$ cat src/rtl/isa_pkg.sv
// ----------------------------------------------------------------------------
// isa_pkg
//
// Shared ISA definitions for the fetch stage and the control decoder.
//   - Default widths for the program counter, instruction word, opcode field,
//     branch-target LUT index and retired-instruction counter.
//   - The opcode occupies the top ISA_OPW bits of the instruction word; the
//     branch LUT index occupies the bottom ISA_LUT_W bits.
//   - OP_HALT: opcode that stops the program.
//   - state_t: fetch-stage control states.
// ----------------------------------------------------------------------------
package isa_pkg;

    localparam int ISA_PC_W    = 10;
    localparam int ISA_INSTR_W = 9;
    localparam int ISA_OPW     = 4;
    localparam int ISA_LUT_W   = 5;
    localparam int ISA_CNT_W   = 16;

    localparam logic [ISA_OPW-1:0] OP_HALT = 4'b1111;

    typedef enum logic [1:0] {
        IDLE = 2'd0,
        RUN  = 2'd1,
        HALT = 2'd2
    } state_t;

endpackage

$ cat src/rtl/branch_lut.sv
// ----------------------------------------------------------------------------
// branch_lut
//
// Combinational branch-target table. A taken branch carries a short LUT index
// in its low bits instead of a full address; this table expands that index
// into an absolute PC. Programs retarget branches by editing this table only.
//
// Ports:
//   idx    : in,  LUT_W bits - index taken from the branch instruction
//   target : out, PC_W bits  - absolute branch target address
// ----------------------------------------------------------------------------
module branch_lut
    import isa_pkg::*;
#(
    parameter int PC_W  = ISA_PC_W,
    parameter int LUT_W = ISA_LUT_W
) (
    input  logic [LUT_W-1:0] idx,
    output logic [PC_W-1:0]  target
);

    // Explicit entries for the hand-placed targets; every other index maps
    // to a 16-word aligned slot so unused entries still land somewhere sane.
    always_comb begin
        target = PC_W'({idx, 4'b0000});
        case (idx)
            LUT_W'(0): target = PC_W'(10'h000);
            LUT_W'(1): target = PC_W'(10'h010);
            LUT_W'(2): target = PC_W'(10'h020);
            LUT_W'(3): target = PC_W'(10'h040);
            LUT_W'(4): target = PC_W'(10'h080);
            LUT_W'(5): target = PC_W'(10'h100);
            LUT_W'(6): target = PC_W'(10'h200);
            LUT_W'(7): target = PC_W'(10'h3F0);
            default:   target = PC_W'({idx, 4'b0000});
        endcase
    end

endmodule

$ cat src/rtl/instr_fetch.sv
// ----------------------------------------------------------------------------
// instr_fetch
//
// Instruction fetch stage feeding the control decoder. Owns the program
// counter, registers the fetched word into the instruction register (IR),
// resolves taken branches through branch_lut (squashing the wrong-path fetch
// with a one-cycle bubble), detects HALT and counts retired instructions.
//
// Ports:
//   clk         : in,  1       - clock, rising edge
//   rst_n       : in,  1       - asynchronous active-low reset
//   start       : in,  1       - begin (or restart) execution from PC 0
//   stall       : in,  1       - freeze PC, IR and counter this cycle
//   branch      : in,  1       - decoder Branch for the current IR
//   br_cond     : in,  1       - datapath condition; taken = branch & br_cond
//   imem_addr   : out, PC_W    - instruction memory address (pc register)
//   imem_data   : in,  INSTR_W - combinational read data at imem_addr
//   instr       : out, INSTR_W - IR contents
//   instr_pc    : out, PC_W    - PC of the instruction in the IR
//   instr_valid : out, 1       - IR holds a live instruction
//   done        : out, 1       - program halted
//   retired     : out, CNT_W   - saturating count of instructions leaving IR
// ----------------------------------------------------------------------------
module instr_fetch
    import isa_pkg::*;
#(
    parameter int PC_W    = ISA_PC_W,
    parameter int INSTR_W = ISA_INSTR_W,
    parameter int OPW     = ISA_OPW,
    parameter int LUT_W   = ISA_LUT_W,
    parameter int CNT_W   = ISA_CNT_W
) (
    input  logic               clk,
    input  logic               rst_n,
    input  logic               start,
    input  logic               stall,
    input  logic               branch,
    input  logic               br_cond,
    output logic [PC_W-1:0]    imem_addr,
    input  logic [INSTR_W-1:0] imem_data,
    output logic [INSTR_W-1:0] instr,
    output logic [PC_W-1:0]    instr_pc,
    output logic               instr_valid,
    output logic               done,
    output logic [CNT_W-1:0]   retired
);

    state_t             state_q,       state_d;
    logic [PC_W-1:0]    pc_q,          pc_d;
    logic [INSTR_W-1:0] instr_q,       instr_d;
    logic [PC_W-1:0]    instr_pc_q,    instr_pc_d;
    logic               instr_valid_q, instr_valid_d;
    logic               done_q,        done_d;
    logic [CNT_W-1:0]   retired_q,     retired_d;

    logic [OPW-1:0]     opcode;
    logic [PC_W-1:0]    br_target;
    logic               is_halt;
    logic               br_taken;

    // Counter sticks at all-ones rather than wrapping back to zero.
    function automatic logic [CNT_W-1:0] sat_inc(input logic [CNT_W-1:0] v);
        return (v == {CNT_W{1'b1}}) ? v : v + 1'b1;
    endfunction

    branch_lut #(
        .PC_W  (PC_W),
        .LUT_W (LUT_W)
    ) u_branch_lut (
        .idx    (instr_q[LUT_W-1:0]),
        .target (br_target)
    );

    // Decoder inputs only matter while the IR holds a live instruction.
    assign opcode   = instr_q[INSTR_W-1 -: OPW];
    assign is_halt  = instr_valid_q && (opcode == OPW'(OP_HALT));
    assign br_taken = instr_valid_q && branch && br_cond;

    always_comb begin
        state_d       = state_q;
        pc_d          = pc_q;
        instr_d       = instr_q;
        instr_pc_d    = instr_pc_q;
        instr_valid_d = instr_valid_q;
        done_d        = done_q;
        retired_d     = retired_q;

        case (state_q)
            IDLE: begin
                instr_valid_d = 1'b0;
                if (start) begin
                    pc_d      = '0;
                    retired_d = '0;
                    state_d   = RUN;
                end
            end

            RUN: begin
                // Priority: stall, then halt, then taken branch, then fetch.
                if (stall) begin
                    state_d = RUN;
                end else if (is_halt) begin
                    state_d       = HALT;
                    instr_valid_d = 1'b0;
                    done_d        = 1'b1;
                    retired_d     = sat_inc(retired_q);
                end else if (br_taken) begin
                    // The word at pc_q is the wrong path; skip loading it.
                    pc_d          = br_target;
                    instr_valid_d = 1'b0;
                    retired_d     = sat_inc(retired_q);
                end else begin
                    instr_d       = imem_data;
                    instr_pc_d    = pc_q;
                    instr_valid_d = 1'b1;
                    pc_d          = pc_q + 1'b1;
                    if (instr_valid_q) begin
                        retired_d = sat_inc(retired_q);
                    end
                end
            end

            HALT: begin
                done_d        = 1'b1;
                instr_valid_d = 1'b0;
                if (start) begin
                    done_d    = 1'b0;
                    pc_d      = '0;
                    retired_d = '0;
                    state_d   = RUN;
                end
            end

            default: begin
                state_d       = IDLE;
                instr_valid_d = 1'b0;
                done_d        = 1'b0;
            end
        endcase
    end

    always_ff @(posedge clk or negedge rst_n) begin
        if (!rst_n) begin
            state_q       <= IDLE;
            pc_q          <= '0;
            instr_q       <= '0;
            instr_pc_q    <= '0;
            instr_valid_q <= 1'b0;
            done_q        <= 1'b0;
            retired_q     <= '0;
        end else begin
            state_q       <= state_d;
            pc_q          <= pc_d;
            instr_q       <= instr_d;
            instr_pc_q    <= instr_pc_d;
            instr_valid_q <= instr_valid_d;
            done_q        <= done_d;
            retired_q     <= retired_d;
        end
    end

    assign imem_addr   = pc_q;
    assign instr       = instr_q;
    assign instr_pc    = instr_pc_q;
    assign instr_valid = instr_valid_q;
    assign done        = done_q;
    assign retired     = retired_q;

endmodule
$ cat config.mk
export PLATFORM = sky130hd
export DESIGN_NAME = instr_fetch
export DESIGN_NICKNAME = d
export VERILOG_FILES = /design/src/rtl/isa_pkg.sv /design/src/rtl/branch_lut.sv /design/src/rtl/instr_fetch.sv
export SDC_FILE = /design/constraint.sdc
export NUM_CORES = 1
export LEC_CHECK = 0
export CAP_MARGIN = 20
export CORE_ASPECT_RATIO = 0.75
export CORE_UTILIZATION = 35
export DETAILED_ROUTE_END_ITERATION = 10
export PLACE_DENSITY = 0.57
export SLEW_MARGIN = 10
export SYNTH_ARGS = -nofsm -noshare
export SYNTH_HDL_FRONTEND = slang
export SYNTH_SLANG_ARGS = --single-unit
$ cat constraint.sdc
create_clock -name clk -period 2.35 [get_ports clk]
set_input_delay 0.5875 -clock clk [delete_from_list [all_inputs] [get_ports clk]]
set_output_delay 0.5875 -clock clk [all_outputs]
set_load 0.02 [all_outputs]
==> run summary <==
Reg2Reg Depth: 6
DR DRC count: 0
Fin. Hold Viols: 0
instance count on the critical path: 6
cts repair resizes: 0
largest net degree at the start of global routing: 29
grt met1 use: 0.280
CP max stage delay: 0.46 ns
Lkg Pwr: 1.51 nW
Reg clk slew, reported paths: 0.09 ns
Synth area leader: dfrtp_1
hold_buf cts: 0
Synth top area share: 0.451
Netlist cell types: 60
die footprint: 8120 um2
YS warnings: 0
area delta synth->final: 34.0%
reg-to-reg setup timing slack: 0.23 ns
Comb pwr share: 0.484
cell-internal power: 0.00232 W
grt ovf: 0
TNS Setup: 0 ns
final RePlAce weighted congestion: 0.812
HPWL after detailed placement: 5170 um
Worst-Skew Late Latency: 0.30 ns
Slowest-stage cell, CP: dfrtp_1
filler cell count: 707
register area share after synthesis: 0.451
Clock Sinks: 49
vias per inst: 5.55
maximum clock rate: 473 MHz
RSZ-0062 raised after global routing: false
Worst Setup EP: retired[3]
Die Wd: 104 um
# IOs: 62
overall routed net length: 6910 um
Clk network pwr share: 0.159
crit path DAT: 2.36 ns
Psw: 0.00163 W
outcome: finished clean
met3 Track Usage GR: 0.0440
first-pass GRT wire length: 11600 um
Rows: 27
placed cell area: 3520 um2
Startpoint Class: flop
largest delay contributor family on the critical path: compound AO/OA/AOI/OAI gates
Final #Nets: 358
Seq. cell area: 1230 um2
Top FF cell, synth: dfrtp_1
RR Startpoint: state_q[0]
Port Buffers: 61
switching share of total power: 0.412
Slew @ Worst Pin: 0.521 ns
Top Usage Layer GRT: met1
met2 Track Usage GR: 0.240
fin crit share: 0.900
antenna fix cells: 0
syn avg cell area: 10.3 um2
Core Box Area: 7430 um2
DIE HEIGHT: 78.3 um
critical path type: reg -> reg
Tot GR Track Use: 0.178
maximum root-to-sink buffer count: 2
Tmin final: 2.12 ns
drt pass-1 iters: 4
Max Cap Viol: 0
skew final: 0.00950 ns
CTS Buf Count: 5
Setup-failing EPs final: 0
CP bufs+invs: 1
Gate Count Post-Synth: 265
Crit Reg-Reg Endpoint: retired[3]
EDFF count, synth: 0
Critical path origin: state_q[0]
Peak supply drop: 0.548 mV
Max Slew Vio Count: 0
top post-synthesis cells by area: dfrtp_1 45%, mux2_2 7.9%, a31oi_1 3.2%
initial antenna violation count: 0
Slew headroom: 0.648
H-tree Lvls: 2
Crit. End Element: flop
Synth Net Count: 286
ys async rst share: 1.00
number of global-route vias before repair: 2197
Post-CTS Setup Repair Bufs: 0
Crit Path Max Fanout: 6
Worst EP required: 2.59 ns
Post-Syn Area: 2720 um2
DRT iter0 DRCs: 173
Multi-input gate area: 1400 um2
Seq cells post-synth: 49
WL/cell: 15.7 um
total number of vias: 2438
layout cell share with drive strength beyond 1: 0.160
DRT antenna net count: 0
Clock Root Buffer: clkbuf_8
Final Instance Area: 3640 um2
P per Cell Area: 1080 nW/um2
crit-path cells: inv_1, ha_1, or2_1, a211o_1, o41ai_1, a21o_1
Worst Hold Class: in -> async
sequential fraction of design power: 0.357
initial core utilization: 0.365
CTS tree: yes
-- cell usage after synthesis (2+ instances only) --
library cell / n
o211ai_1: 3
nor4_1: 4
ha_1: 6
a211o_1: 4
nand3_1: 17
a211oi_2: 2
o31ai_1: 5
inv_1: 10
o2bb2ai_1: 4
nand2_1: 16
and3_1: 3
a32o_1: 2
a31oi_1: 14
mux2_2: 19
dfrtp_1: 49
clkbuf_1: 4
and2_1: 2
nor3_1: 7
a21oi_1: 6
nand2b_1: 3
and4_1: 4
o41ai_1: 2
xor2_1: 3
o21ai_1: 2
o21ai_0: 15
nor2_1: 10
a41oi_1: 2
buf_2: 7
nand4_1: 9
-- power by group through the flow --
stage                     Clock (W)  Combinational [W]  Sequential (W)
final                      0.000628            0.00191         0.00141
after global routing       0.000690            0.00207         0.00146
after detailed placement          0            0.00192         0.00142
after CTS                  0.000656            0.00192         0.00141
after floorplan                   0           0.000902         0.00158
after global placement            0            0.00190         0.00141
-- per-layer routing --
metal / routed length, um / vias to the layer above
li1: - / 1175
met1: 3680 / 1179
met2: 2730 / 79
met3: 447 / 5
met4: 48 / 0
met5: 0 / -
-- layout by cell type (no fill, tap or decap), drive strengths merged, types with 5 or more instances in the layout --
cell / instances
nor2: 10
nor3: 7
a21oi: 6
dfrtp: 49
inv: 10
o21ai: 18
clkbuf: 7
and4: 5
nand2: 16
nand3: 18
ha: 6
nor4: 5
nand4: 10
o31ai: 5
clkdlybuf4s50: 60
buf: 17
mux2: 20
a31oi: 14
-- kinds of logic (layout without fill, tap and decap cells) --
group                      count (synthesis)  in the layout  share of synthesized area
AOI/OAI and AO/OA                         78             78                      0.209
xor gates and xnor gates                   3              3                    0.00967
adders and majority gates                  6              6                     0.0276
buffers and inverters                     22             95                     0.0350
DFF                                       49             49                      0.451
muxes                                     21             21                     0.0866
and+or+nand+nor                           86             86                      0.181
-- how the worst min path moves through the flow --
stage / startpoint / end / slack, ns / cells past startpoint
finish: rst_n / imem_addr[5] / 0.26 / 1
global route: rst_n / imem_addr[5] / 0.30 / 1
CTS: rst_n / instr[7] / 0.28 / 1
detailed placement: instr_pc[8] / instr_pc[8] / 0.50 / 1
global placement: instr_pc[3] / instr_pc[3] / 0.49 / 1
floorplan: rst_n / done / 0.29 / 0
-- worst register-to-register path, cell delays in order, from the launching register on --
cell and delay [ns]:
dfrtp_1 0.46, inv_1 0.12, ha_1 0.29, or2_1 0.34, a211o_1 0.41, o41ai_1 0.33
a21o_1 0.11
-- per-stage QoR --
| stage | utilization | std cells | total power (W) | setup WS, ns | hold WS, ns |
|---|---|---|---|---|---|
| floorplan | - | 265 | 0.00248 | 0.378 | 0.292 |
| global route | 0.490 | 439 | 0.00422 | 0.123 | 0.296 |
| CTS | 0.490 | 439 | 0.00398 | 0.223 | 0.278 |
| finish | 0.490 | 439 | 0.00395 | 0.235 | 0.261 |
| detailed placement | 0.474 | 431 | 0.00334 | 0.0707 | 0.499 |
| global placement | 0.474 | 431 | 0.00331 | 0.103 | 0.489 |
-- sequential cells by signal, indices dropped and copies added (netlist names) --
| signal | count |
|---|---|
| done | 1 |
| imem_addr | 10 |
| instr_valid | 1 |
| instr_pc | 10 |
| retired | 16 |
| state_q | 2 |
| instr | 9 |
-- final cells by class --
class | instances | share of cell area
flip-flops and latches | 49 | 0.337
clock buffers | 7 | 0.0237
clock inverters | 1 | 0.00825
inverters | 10 | 0.0103
repair buffers | 77 | 0.203
well taps | 101 | 0.0347
multi-input cells | 194 | 0.383
Power figures use the tool's default switching activity.
